**src/rtl/ps2_scancode_rom_pkg.sv**
```systemverilog
// rtl/ps2_scancode_rom_pkg.sv - shared scancode, bank and character constants
package ps2_scancode_rom_pkg;

    localparam logic [7:0] KEY_A = 8'h1C, KEY_B = 8'h32, KEY_C = 8'h21, KEY_D = 8'h23,
                           KEY_E = 8'h24, KEY_F = 8'h2B, KEY_G = 8'h34, KEY_H = 8'h33,
                           KEY_I = 8'h43, KEY_J = 8'h3B, KEY_K = 8'h42, KEY_L = 8'h4B,
                           KEY_M = 8'h3A, KEY_N = 8'h31, KEY_O = 8'h44, KEY_P = 8'h4D,
                           KEY_Q = 8'h15, KEY_R = 8'h2D, KEY_S = 8'h1B, KEY_T = 8'h2C,
                           KEY_U = 8'h3C, KEY_V = 8'h2A, KEY_W = 8'h1D, KEY_X = 8'h22,
                           KEY_Y = 8'h35, KEY_Z = 8'h1A;
    localparam logic [7:0] KEY_0 = 8'h45, KEY_1 = 8'h16, KEY_2 = 8'h1E, KEY_3 = 8'h26,
                           KEY_4 = 8'h25, KEY_5 = 8'h2E, KEY_6 = 8'h36, KEY_7 = 8'h3D,
                           KEY_8 = 8'h3E, KEY_9 = 8'h46;
    localparam logic [7:0] KEY_MINUS = 8'h4E, KEY_EQUAL = 8'h55, KEY_LBRACKET = 8'h54,
                           KEY_RBRACKET = 8'h5B, KEY_BSLASH = 8'h5D, KEY_SEMI = 8'h4C,
                           KEY_QUOTE = 8'h52, KEY_COMMA = 8'h41, KEY_PERIOD = 8'h49,
                           KEY_SLASH = 8'h4A, KEY_GRAVE = 8'h0E;
    localparam logic [7:0] KEY_SPACE = 8'h29, KEY_ENTER = 8'h5A, KEY_BKSP = 8'h66,
                           KEY_CAPS = 8'h58, KEY_LSHIFT = 8'h12, KEY_RSHIFT = 8'h59;

    localparam logic [1:0] BANK_EN_LO = 2'b00, BANK_EN_HI = 2'b01,
                           BANK_TH_LO = 2'b10, BANK_TH_HI = 2'b11;

    localparam logic [7:0] CHAR_NONE = 8'h00;

    function automatic logic [7:0] pick(input logic sh, input logic [7:0] lo, input logic [7:0] hi);
        return sh ? hi : lo;
    endfunction

endpackage

```
**src/rtl/ps2_scancode_rom_thai_kedmanee_lut.sv**
```systemverilog
// rtl/ps2_scancode_rom_thai_kedmanee_lut.sv - combinational Kedmanee layout to TIS-620
module ps2_thai_kedmanee_lut
    import ps2_scancode_rom_pkg::*;
(
    input  logic [8:0] key_i,
    output logic [7:0] code_o
);

    logic       sh;
    logic [7:0] sc;

    assign sh = key_i[8];
    assign sc = key_i[7:0];

    // Non-Thai glyphs on Kedmanee keys live in the ASCII half of TIS-620.
    always_comb begin
        code_o = CHAR_NONE;
        case (sc)
            KEY_1:        code_o = pick(sh, 8'hE5, 8'h2B);
            KEY_2:        code_o = pick(sh, 8'h2F, 8'hF1);
            KEY_3:        code_o = pick(sh, 8'h2D, 8'hF2);
            KEY_4:        code_o = pick(sh, 8'hC0, 8'hF3);
            KEY_5:        code_o = pick(sh, 8'hB6, 8'hF4);
            KEY_6:        code_o = pick(sh, 8'hD8, 8'hD9);
            KEY_7:        code_o = pick(sh, 8'hD6, 8'hDF);
            KEY_8:        code_o = pick(sh, 8'hA4, 8'hF5);
            KEY_9:        code_o = pick(sh, 8'hB5, 8'hF6);
            KEY_0:        code_o = pick(sh, 8'hA8, 8'hF7);
            KEY_MINUS:    code_o = pick(sh, 8'hA2, 8'hF8);
            KEY_EQUAL:    code_o = pick(sh, 8'hAA, 8'hF9);
            KEY_Q:        code_o = pick(sh, 8'hE6, 8'hF0);
            KEY_W:        code_o = pick(sh, 8'hE4, 8'h22);
            KEY_E:        code_o = pick(sh, 8'hD3, 8'hAE);
            KEY_R:        code_o = pick(sh, 8'hBE, 8'hB1);
            KEY_T:        code_o = pick(sh, 8'hD0, 8'hB8);
            KEY_Y:        code_o = pick(sh, 8'hD1, 8'hED);
            KEY_U:        code_o = pick(sh, 8'hD5, 8'hEA);
            KEY_I:        code_o = pick(sh, 8'hC3, 8'hB3);
            KEY_O:        code_o = pick(sh, 8'hB9, 8'hCF);
            KEY_P:        code_o = pick(sh, 8'hC2, 8'hAD);
            KEY_LBRACKET: code_o = pick(sh, 8'hBA, 8'hB0);
            KEY_RBRACKET: code_o = pick(sh, 8'hC5, 8'h2C);
            KEY_BSLASH:   code_o = pick(sh, 8'hA3, 8'hA5);
            KEY_A:        code_o = pick(sh, 8'hBF, 8'hC4);
            KEY_S:        code_o = pick(sh, 8'hCB, 8'hA6);
            KEY_D:        code_o = pick(sh, 8'hA1, 8'hAF);
            KEY_F:        code_o = pick(sh, 8'hB4, 8'hE2);
            KEY_G:        code_o = pick(sh, 8'hE0, 8'hAC);
            KEY_H:        code_o = pick(sh, 8'hE9, 8'hE7);
            KEY_J:        code_o = pick(sh, 8'hE8, 8'hEB);
            KEY_K:        code_o = pick(sh, 8'hD2, 8'hC9);
            KEY_L:        code_o = pick(sh, 8'hCA, 8'hC8);
            KEY_SEMI:     code_o = pick(sh, 8'hC7, 8'hAB);
            KEY_QUOTE:    code_o = pick(sh, 8'hA7, 8'h2E);
            KEY_Z:        code_o = pick(sh, 8'hBC, 8'h28);
            KEY_X:        code_o = pick(sh, 8'hBB, 8'h29);
            KEY_C:        code_o = pick(sh, 8'hE1, 8'hA9);
            KEY_V:        code_o = pick(sh, 8'hCD, 8'hCE);
            KEY_B:        code_o = pick(sh, 8'hD4, 8'hDA);
            KEY_N:        code_o = pick(sh, 8'hD7, 8'hEC);
            KEY_M:        code_o = pick(sh, 8'hB7, 8'h3F);
            KEY_COMMA:    code_o = pick(sh, 8'hC1, 8'hB2);
            KEY_PERIOD:   code_o = pick(sh, 8'hE3, 8'hCC);
            KEY_SLASH:    code_o = pick(sh, 8'hBD, 8'hC6);
            default:      code_o = CHAR_NONE;
        endcase
    end

endmodule

```
**src/rtl/ps2_scancode_rom.sv**
```systemverilog
// rtl/ps2_scancode_rom.sv - registered scancode to character ROM, English and Thai banks
module ps2_scancode_rom
    import ps2_scancode_rom_pkg::*;
(
    input  logic       clk,
    input  logic       reset,
    input  logic [9:0] addr,
    output logic [7:0] data
);

    logic       sh;
    logic [7:0] sc;
    logic [7:0] en_code;
    logic [7:0] th_code;
    logic [7:0] data_d;
    logic [7:0] data_q;

    assign sh = addr[8];
    assign sc = addr[7:0];

    ps2_thai_kedmanee_lut u_thai (
        .key_i  (addr[8:0]),
        .code_o (th_code)
    );

    always_comb begin
        en_code = CHAR_NONE;
        case (sc)
            KEY_A: en_code = pick(sh, "a", "A");  KEY_B: en_code = pick(sh, "b", "B");
            KEY_C: en_code = pick(sh, "c", "C");  KEY_D: en_code = pick(sh, "d", "D");
            KEY_E: en_code = pick(sh, "e", "E");  KEY_F: en_code = pick(sh, "f", "F");
            KEY_G: en_code = pick(sh, "g", "G");  KEY_H: en_code = pick(sh, "h", "H");
            KEY_I: en_code = pick(sh, "i", "I");  KEY_J: en_code = pick(sh, "j", "J");
            KEY_K: en_code = pick(sh, "k", "K");  KEY_L: en_code = pick(sh, "l", "L");
            KEY_M: en_code = pick(sh, "m", "M");  KEY_N: en_code = pick(sh, "n", "N");
            KEY_O: en_code = pick(sh, "o", "O");  KEY_P: en_code = pick(sh, "p", "P");
            KEY_Q: en_code = pick(sh, "q", "Q");  KEY_R: en_code = pick(sh, "r", "R");
            KEY_S: en_code = pick(sh, "s", "S");  KEY_T: en_code = pick(sh, "t", "T");
            KEY_U: en_code = pick(sh, "u", "U");  KEY_V: en_code = pick(sh, "v", "V");
            KEY_W: en_code = pick(sh, "w", "W");  KEY_X: en_code = pick(sh, "x", "X");
            KEY_Y: en_code = pick(sh, "y", "Y");  KEY_Z: en_code = pick(sh, "z", "Z");
            // Shift here is already XORed with caps-lock, so digits shift under caps too.
            KEY_0: en_code = pick(sh, "0", ")");  KEY_1: en_code = pick(sh, "1", "!");
            KEY_2: en_code = pick(sh, "2", "@");  KEY_3: en_code = pick(sh, "3", "#");
            KEY_4: en_code = pick(sh, "4", "$");  KEY_5: en_code = pick(sh, "5", "%");
            KEY_6: en_code = pick(sh, "6", "^");  KEY_7: en_code = pick(sh, "7", "&");
            KEY_8: en_code = pick(sh, "8", "*");  KEY_9: en_code = pick(sh, "9", "(");
            KEY_MINUS:    en_code = pick(sh, "-", "_");
            KEY_EQUAL:    en_code = pick(sh, "=", "+");
            KEY_LBRACKET: en_code = pick(sh, "[", "{");
            KEY_RBRACKET: en_code = pick(sh, "]", "}");
            KEY_BSLASH:   en_code = pick(sh, "\\", "|");
            KEY_SEMI:     en_code = pick(sh, ";", ":");
            KEY_QUOTE:    en_code = pick(sh, "'", "\"");
            KEY_COMMA:    en_code = pick(sh, ",", "<");
            KEY_PERIOD:   en_code = pick(sh, ".", ">");
            KEY_SLASH:    en_code = pick(sh, "/", "?");
            default:      en_code = CHAR_NONE;
        endcase
    end

    always_comb begin
        data_d = CHAR_NONE;
        case (sc)
            KEY_SPACE: data_d = 8'h20;
            KEY_ENTER: data_d = 8'h0D;
            KEY_BKSP:  data_d = 8'h08;
            default: begin
                case (addr[9:8])
                    BANK_EN_LO, BANK_EN_HI: data_d = en_code;
                    BANK_TH_LO, BANK_TH_HI: data_d = th_code;
                    default:                data_d = CHAR_NONE;
                endcase
            end
        endcase
    end

    always_ff @(posedge clk) begin
        if (reset) begin
            data_q <= CHAR_NONE;
        end else begin
            data_q <= data_d;
        end
    end

    assign data = data_q;

endmodule

```
**config.mk**
```make
export PLATFORM = sky130hd
export DESIGN_NAME = ps2_scancode_rom
export DESIGN_NICKNAME = d
export VERILOG_FILES = /design/src/rtl/ps2_scancode_rom_pkg.sv /design/src/rtl/ps2_scancode_rom_thai_kedmanee_lut.sv /design/src/rtl/ps2_scancode_rom.sv
export SDC_FILE = /design/constraint.sdc
export NUM_CORES = 1
export LEC_CHECK = 0
export CORE_UTILIZATION = 35
export CTS_CLUSTER_DIAMETER = 60
export CTS_CLUSTER_SIZE = 8
export DETAILED_ROUTE_END_ITERATION = 10
export PLACE_DENSITY_LB_ADDON = 0.08
export SKIP_LAST_GASP = 1
export SLEW_MARGIN = 20
export SYNTH_ARGS = -nofsm -noshare
export SYNTH_HDL_FRONTEND = slang
export SYNTH_SLANG_ARGS = --single-unit
```
**constraint.sdc**
```tcl
create_clock -name clk -period 4 [get_ports clk]
set_input_delay 0.8 -clock clk [delete_from_list [all_inputs] [get_ports clk]]
set_output_delay 0.8 -clock clk [all_outputs]
set_load 0.005 [all_outputs]
```
==> results.yml <==
run_status:
  run_status: "completed"
pwr:
  leakage_nw: 1.079
  peakVddDrop_mv: 0.05374
  power_density_mw_per_mm2: 127.1
clock_tree:
  cts.clk_slew.worst_paths_ns: 0.04
  h_tree_level_count: 1
  post_cts_buffers: 0
  clock_path_buffers: 2
  numCtsBuffers: 3
  cts-root-buf: "clkbuf_8"
  clock_sink_count: 8
  cts_repair_resize_count: 0
  ctsHoldBuffers: 0
  clock_tree_from_tritoncts: "yes"
synthesis:
  post_synth_instance_area_sq_mm: 0.002705
  postSynthCellCount: 381
  synthTopCellsByCount: "36 x a21oi_1, 36 x nor2_1, 35 x nand2_1"
  synth_edf_count: 0
  most_common_flop_cell_mapped_by_yosys: "dfxtp_1"
  sequential_to_total_area_share_from_yosys_stat_pct: 5.920
  postSynthRegisterBits: 8
  synth.top_cells.by_area: "a21oi_1 6.7%, o21ai_0 6.1%, dfxtp_1 5.9%"
  syn-mean-instance-area_sq_um: 7.100
  synth.distinct_cells: 79
  synth_fp_nets: 393
  yosysWarnings: 0
  synthDominantAreaCellType: "a21oi_1"
  post-synth-top-area-fraction_pct: 6.660
  synthArstFlopShare_pct: 0
detailed_routing:
  route.detailed.wl_per_inst_um: 26.89
  drt_drc_violations_left: 0
  detail_route.vias_per_cell: 7.116
  ant_nets: 0
  vias: 3558
  postRouteWirelength_um: 13440
  detail_route.iter0.violations: 531
  drt_pre_antenna_iters: 6
floorplan:
  row_count: 31
  dieArea_sq_mm: 0.008085
  die_width_um: 89.92
  ios: 20
  fp.dieH_um: 89.92
  core_region_area_sq_mm: 0.007370
  start_util_pct: 36.71
sta:
  finalSetupTns_ns: 0
  hold-worst-slack_ns: 1.264
  finalMaxSlewViolations: 0
  max_freq_mhz: 272.3
  setup_violations: 0
  tightest_slew_ns: 0.9769
  layout_min_cycle_time_ns: 3.672
  max-slew-margin-rel_pct: 34.59
  fin_hold_viols: 0
  finalCritPeriodShare_pct: 91.79
  setup_repair_after_global_routing_missed_its_margin: "false"
global_route:
  grt_pass1_wl_um: 20550
  via_count_of_the_first_global_routing_pass: 3356
  antenna_violations_before_repair: 0
  grt_remaining_overflow: 0
  maximum_number_of_pins_on_one_net_before_global_route_repair: 36
  track_usage_pct: 32.96
setup_path:
  timing.critical_path.required_ns: 4.13
  crit_buf_inv: 2
  path_delay_family: "simple AND/OR/NAND/NOR gates"
  worstPathCellList: "clkdlybuf4s50_1 > buf_4 > nor4b_4 > mux2i_1 > nor2_1 > nor4_1 > nand3_1 > nand2b_1 > a311oi_1"
  worst-path-max-fanout: 15
  worst_ep_arrival_time_ns: 3.80
  cp_slowest_cell: "nor4b_4"
  critical_path.endpoint_type: "flop"
  setup.worst_path.class: "in -> reg"
  worstSetupStartpointType: "input pin"
  crit_path_max_incr_delay_ns: 0.79
final_layout:
  area.sequential_sq_um: 160.2
  multi_input_gate_area_sq_mm: 0.002220
  layout.core_utilization_pct: 42.04
  post_route_cells_drive_above_1_share_pct: 18.20
  syn2layout_area_growth_pct: 14.52
  design.final.nets: 415
  flip_flop_count_of_the_largest_register_after_layout: 8
  antenna_cells_inserted: 0
  fillers: 802
placed_design:
  globalplace.congestion: 1.021
  detailed_place_hpwl_um: 9997
  port_buffers: 19
run:
  cap_violations: 0
min_path:
  hold_path_class: "in -> reg"
[per-layer routing]
layer	share of wire, %	up-vias	track usage (%)
met1	40	1634	43.19
li1	-	1541	-
met5	0	-	0
met3	12	68	6.599
met4	5.3	0	15.46
met2	43	315	51.73
[worst paths after layout]
path     from      end  slack (ns)  depth (start not counted)
max   addr[6]  data[7]        0.33                          9
min     reset  data[3]        1.26                          2
[cell families (layout without fill, tap and decap cells)]
family	count (synthesis)	after routing	synth area share [%]
multiplexers	4	4	1.480
XOR/XNOR	1	1	0.3238
AND/OR/NAND/NOR	182	182	47.09
flip-flops	8	8	5.920
buffers and inverters	47	67	12.26
AO/OA/AOI/OAI	139	139	32.93
[through the flow]
| step | area (sq um) | std cells | setup WS [ns] | total power [W] |
|---|---|---|---|---|
| 2_1_floorplan | 2705 | 381 | 1.427 | 0.0002216 |
| 3_3_place_gp | 3057 | 497 | 0.1972 | 0.0002971 |
| 3_5_place_dp | 3057 | 497 | 0.2386 | 0.0002936 |
| 4_1_cts | 3098 | 500 | 0.4697 | 0.0003879 |
| 5_1_grt | 3098 | 500 | 0.1514 | 0.0004100 |
| 6_report | 3098 | 500 | 0.3282 | 0.0003937 |
[cell type report]
| cell class | instances | area share [%] |
|---|---|---|
| inverters | 2 | 0.2423 |
| flip-flops and latches | 8 | 5.170 |
| clock buffers | 3 | 1.333 |
| repair buffers | 62 | 17.61 |
| well taps | 99 | 3.998 |
| multi-input cells | 326 | 71.65 |
[cell usage in the layout, fill, tap and decap left out, types with 6 or more instances in the layout]
cell,instances
o211ai_1,6
dfxtp_1,8
a211oi_1,7
nor4_1,10
nand2_1,35
a21oi_1,36
nand4b_1,8
clkdlybuf4s50_1,18
a22oi_1,6
o21ai_1,9
nor3_1,8
o22ai_1,7
nand3_1,7
nor2_1,36
o21ai_0,33
buf_4,40
[power breakdown]
part           total [W]  switching, W  internal (W)
clock network  0.0000932     0.0000283     0.0000649
logic           0.000217      0.000130     0.0000867
registers      0.0000836   0.000000569     0.0000831
total           0.000394      0.000159      0.000235
Note: power is estimated with default switching activity, not from simulation.
